[config.mk]
export PLATFORM = sky130hd
export DESIGN_NAME = serializador_paralelo
export DESIGN_NICKNAME = d
export VERILOG_FILES = /design/src/rtl/serializador_paralelo.sv
export SDC_FILE = /design/constraint.sdc
export NUM_CORES = 1
export LEC_CHECK = 0
export CORE_AREA = 2 2 39 41
export DETAILED_ROUTE_END_ITERATION = 10
export DIE_AREA = 0 0 41 43
export DONT_BUFFER_PORTS = 1
export PLACE_DENSITY = 0.54
export RECOVER_POWER = 25
export SYNTH_ARGS = -nofsm -noshare
export SYNTH_HDL_FRONTEND = slang
export SYNTH_SLANG_ARGS = --single-unit
[constraint.sdc]
create_clock -name Clock -period 1.23 [get_ports Clock]
set_input_delay 0.1845 -clock Clock [delete_from_list [all_inputs] [get_ports Clock]]
set_output_delay 0.1845 -clock Clock [all_outputs]
set_load 0.03 [all_outputs]
[src/rtl/serializador_paralelo.sv]
// Parallel-to-serial loader: accepts a word on Load/Ready and shifts it out MSB-first.
// Optional even-parity trailer bit when SERIALIZADOR_PARIDADE_EN is defined.
module serializador_paralelo #(
    parameter int WIDTH = 4
) (
    input  logic             Clock,
    input  logic             Reset,
    input  logic [WIDTH-1:0] Data,
    input  logic             Load,
    output logic             Ready,
    output logic             Out,
    output logic             Valid,
    output logic             Done
);

    localparam int CNT_W = $clog2(WIDTH);
    localparam logic [CNT_W-1:0] LAST = CNT_W'(WIDTH - 1);

`ifdef SERIALIZADOR_PARIDADE_EN
    typedef enum logic [1:0] {IDLE, SHIFT, PARITY, DONE} state_t;
`else
    typedef enum logic [1:0] {IDLE, SHIFT, DONE} state_t;
`endif

    state_t           state;
    state_t           state_next;
    logic [WIDTH-1:0] shadow;
    logic [CNT_W-1:0] cnt;
`ifdef SERIALIZADOR_PARIDADE_EN
    logic             parity;
`endif

    always_ff @(posedge Clock) begin
        if (Reset) begin
            state  <= IDLE;
            shadow <= '0;
            cnt    <= '0;
`ifdef SERIALIZADOR_PARIDADE_EN
            parity <= 1'b0;
`endif
        end else begin
            state <= state_next;
            case (state)
                IDLE: begin
                    if (Load) begin
                        shadow <= Data;
                        cnt    <= '0;
`ifdef SERIALIZADOR_PARIDADE_EN
                        parity <= ^Data;
`endif
                    end
                end
                SHIFT: begin
                    shadow <= {shadow[WIDTH-2:0], 1'b0};
                    // saturate so the counter never wraps past the last bit index
                    if (cnt != LAST) begin
                        cnt <= cnt + 1'b1;
                    end
                end
                default: ;
            endcase
        end
    end

    always_comb begin
        state_next = state;
        Ready      = 1'b0;
        Out        = 1'b0;
        Valid      = 1'b0;
        Done       = 1'b0;
        case (state)
            IDLE: begin
                Ready = 1'b1;
                if (Load) begin
                    state_next = SHIFT;
                end
            end
            SHIFT: begin
                Valid = 1'b1;
                Out   = shadow[WIDTH-1];
                if (cnt == LAST) begin
`ifdef SERIALIZADOR_PARIDADE_EN
                    state_next = PARITY;
`else
                    state_next = DONE;
`endif
                end
            end
`ifdef SERIALIZADOR_PARIDADE_EN
            PARITY: begin
                Valid      = 1'b1;
                Out        = parity;
                state_next = DONE;
            end
`endif
            DONE: begin
                Done       = 1'b1;
                state_next = IDLE;
            end
            default: state_next = IDLE;
        endcase
    end

endmodule

==> impl_summary.md <==
Worst setup path
Counting cells, the worst reg-to-reg path comes to 4. The worst endpoint required time is between 1 and 1.5 ns. STA classifies the critical path endpoint as an output port. The kind of critical path is flop to output port.

Along the worst path, the maximum fanout reaches 5. STA classifies the critical path startpoint as a flop. For the worst setup path, the data arrival time is 1.00 ns.

The setup check on the worst reg-to-reg path leaves a slack of ~0.090 ns. The end of the worst register-to-register path is cnt[1]. The beginning of the worst register-to-register path is cnt[0].

STA
The worst pin sits at a relative slew slack of roughly four fifths. The number of failing hold endpoints at the final stage is 0. Setup repair after global routing could not meet its margin everywhere.

At the pin with the least slew margin, the transition time is 0.3123 ns. Setup total negative slack on the finished layout was measured at 0 ns. The timing-limited maximum frequency is around 840 MHz. Counting I/O delays and the setup requirement, the final critical path takes between 1 and 1.5 ns. Hold is met by roughly 0.11 ns. The ratio of final minimum period to clock period is just under 100%. Setup violations remaining at the end of the flow were counted as 0. The max-slew violation count is 0. Once routing completed, OpenROAD measured the worst setup slack at around 0.042 ns.

The worst clock skew is approximately 0.0058 ns.

Die
The floorplan row count is 14. The die area is 1763 sq um. The placeable core region is about 1400 sq um.

The initial standard-cell utilization of the core is 31.74%. The horizontal die dimension is about 41 um. The die height is between 40 and 50 um. 11 I/O pins were placed.

Synthesis
The share of synthesized area in the top cell type comes to between 30% and 40%. In the synthesized netlist the async set-or-reset flop fraction comes to 0%. Among all flip-flop cells after synthesis, the most frequent one is dfxtp_1. After synthesis the cells add up to approximately 440 sq um.

The number of synthesized flops with an enable pin is 0. By area the synthesized netlist is led by dfxtp_1 36%, nor2_1 6.8%, nor4b_4 5.4%. The average footprint of a synthesized cell is between 9 and 10 sq um. The number of warnings reported in the yosys synthesis log is 0. Counting every instance in the synthesized netlist gives 46. The cell type with the largest total area after synthesis is dfxtp_1.

The share of the Yosys chip area taken by registers is between 30% and 40%. Counting flops and latches in the post-synthesis netlist gives 8. The netlist uses 24 different library cells. The number of nets in the synthesized netlist is 54.

Layout
The final antenna diode count is 0. The proportion of layout cells with a drive suffix above 1 is between 40% and 50%. Compared with the post-synthesis result, the final layout area differs by 27.92%. In the layout the commonest cells are 7 x nor2_1, 6 x dfxtp_1, 6 x buf_4. The most common cell after layout, fill and taps aside is nor2_1. The layout net count is 66. After routing the design area is around 560 sq um.

Clocking
The clock transition time at the flip-flop clock pins of the worst setup and hold paths is roughly 0.050 ns. The longest clock path from root to sink contains 2 buffers. The clock reaches the later pin of the worst-skew pair after 0.25 ns.

The number of clock sinks is 8. The H-tree level count is 1. The clock root buffer is clkbuf_4. The CTS tree is built.

The number of buffers inserted during clock tree synthesis is 3.

Global routing
The via count of the first global-routing pass is roughly 360. Entering global routing, the biggest net connects 8 pins. The total global routing track utilization is roughly 13%. For this run the aggregate overflow at the end of global routing stands at 0. The initial antenna violation count is 0. The wire length of the first global-routing pass is ~1.5 mm.

Routing
The detailed-route DRC error count is 0. In this run, the number of DRC markers left after iteration 0 of detailed routing was 0. Summing over every cut layer, the via total after detailed routing is between 300 and 400.

The routed length per placed instance is approximately 12 um. The iteration count of the initial detailed-routing pass is 1. The number of routed nets with antenna violations is 0. The overall routed net length is roughly 890 um. Dividing the detail-routed via count by the number of cells gives between 5 and 6.

Place
Routability-driven placement finished with a final weighted congestion of between 0.7 and 0.8. After legalization and detailed placement, the total HPWL measured slightly below 700 um. OpenSTA, run right after detailed placement, puts the worst setup slack at 0.09924 ns. After detailed placement, the total cell area comes to between 400 and 500 sq um. The port buffer count is 0.

Min path
The capture endpoint of the worst hold path is state[0]. The startpoint of the worst hold path is Load. The number of cells on the worst hold path is 2. The tightest min-delay check is of the input pin to flop type.

Run status
The run finished with clean final reports.

Power and ir drop
The power density normalized to cell area is about 1100 nW/um^2. IR analysis of the VDD net gives a maximum drop of between 0.5 and 0.6 mV. Total power for the finished layout comes to a little over 0.0006 W. In this run the static leakage power is around 0.22 nW.

Flow run
The max-capacitance violation count is 0.
metal layers:
metal / vias up / track usage, % / wire length, um
met5: - / 0 / 0
met4: 0 / 12.00 / 15
met3: 2 / 1.571 / 30
met2: 7 / 19.38 / 466
met1: 169 / 14.38 / 377
li1: 191 / - / -
kinds of logic (layout without fill, tap and decap cells):
| family | after synthesis | in the layout | synth area share, % |
|---|---|---|---|
| AND/OR/NAND/NOR | 18 | 18 | 26.21 |
| AO/OA/AOI/OAI | 14 | 14 | 26.78 |
| flip-flops | 8 | 8 | 36.47 |
| buffers and inverters | 5 | 15 | 7.689 |
| adder cells (fa/ha/maj) | 1 | 1 | 2.849 |
power breakdown:
part / switching (W) / leakage [nW] / internal [W]
clock: 0.0000821 / 0.0138 / 0.000111
sequential: 0.0000122 / 0.0669 / 0.000278
combinational: 0.0000673 / 0.135 / 0.0000704
registers in the layout (all words and copies together) (netlist names):
signal	flops
cnt	2
state	2
shadow	4
per-stage QoR:
| step | util, % | cells |
|---|---|---|
| final | 40.60 | 72 |
| after global routing | 40.60 | 72 |
| after CTS | 39.24 | 70 |
| after detailed placement | 35.26 | 66 |
| after global placement | 35.26 | 66 |
| after floorplan | - | 46 |
layout make-up:
cell class / instances / area, sq um
multi-input cells: 33 / 256.5
fillers: 150 / 822.0
well taps: 16 / 20.02
flip-flops and latches: 8 / 165.2
clock buffers: 3 / 22.52
inverters: 2 / 10.01
repair buffers: 10 / 87.58
cells in the mapped netlist, types with 2 or more instances:
| library cell | count |
|---|---|
| nor2_1 | 8 |
| dfxtp_1 | 8 |
| a211oi_1 | 3 |
| nand2_1 | 3 |
| a21oi_1 | 2 |
| buf_6 | 2 |
| o22ai_1 | 2 |
| a31oi_1 | 2 |
worst max-delay path by stage:
stage | start | endpoint | slack, ns
after floorplan | state[0] | Valid | 0.08
after global placement | cnt[0] | cnt[1] | 0.12
after detailed placement | cnt[0] | cnt[1] | 0.1
after CTS | state[1] | Ready | 0.009
after global routing | state[0] | Valid | -0.004
final | state[0] | Valid | 0.04
what timing repair did:
| action | in CTS | in global routing |
|---|---|---|
| endpoints found under the hold margin | 7 | 1 |
| hold buffers | 1 | 1 |
| resized for setup | 8 | 1 |
| setup buffers | 0 | 1 |
| endpoints found under the setup margin | 4 | 3 |
| cloned | 0 | 0 |
worst max-delay path, cell delays in order, from the launching register on:
cell and delay [ns]:
dfxtp_4 0.36, buf_6 0.11, inv_4 0.04, nor2_1 0.08, buf_4 0.16
Power figures use the tool's default switching activity.
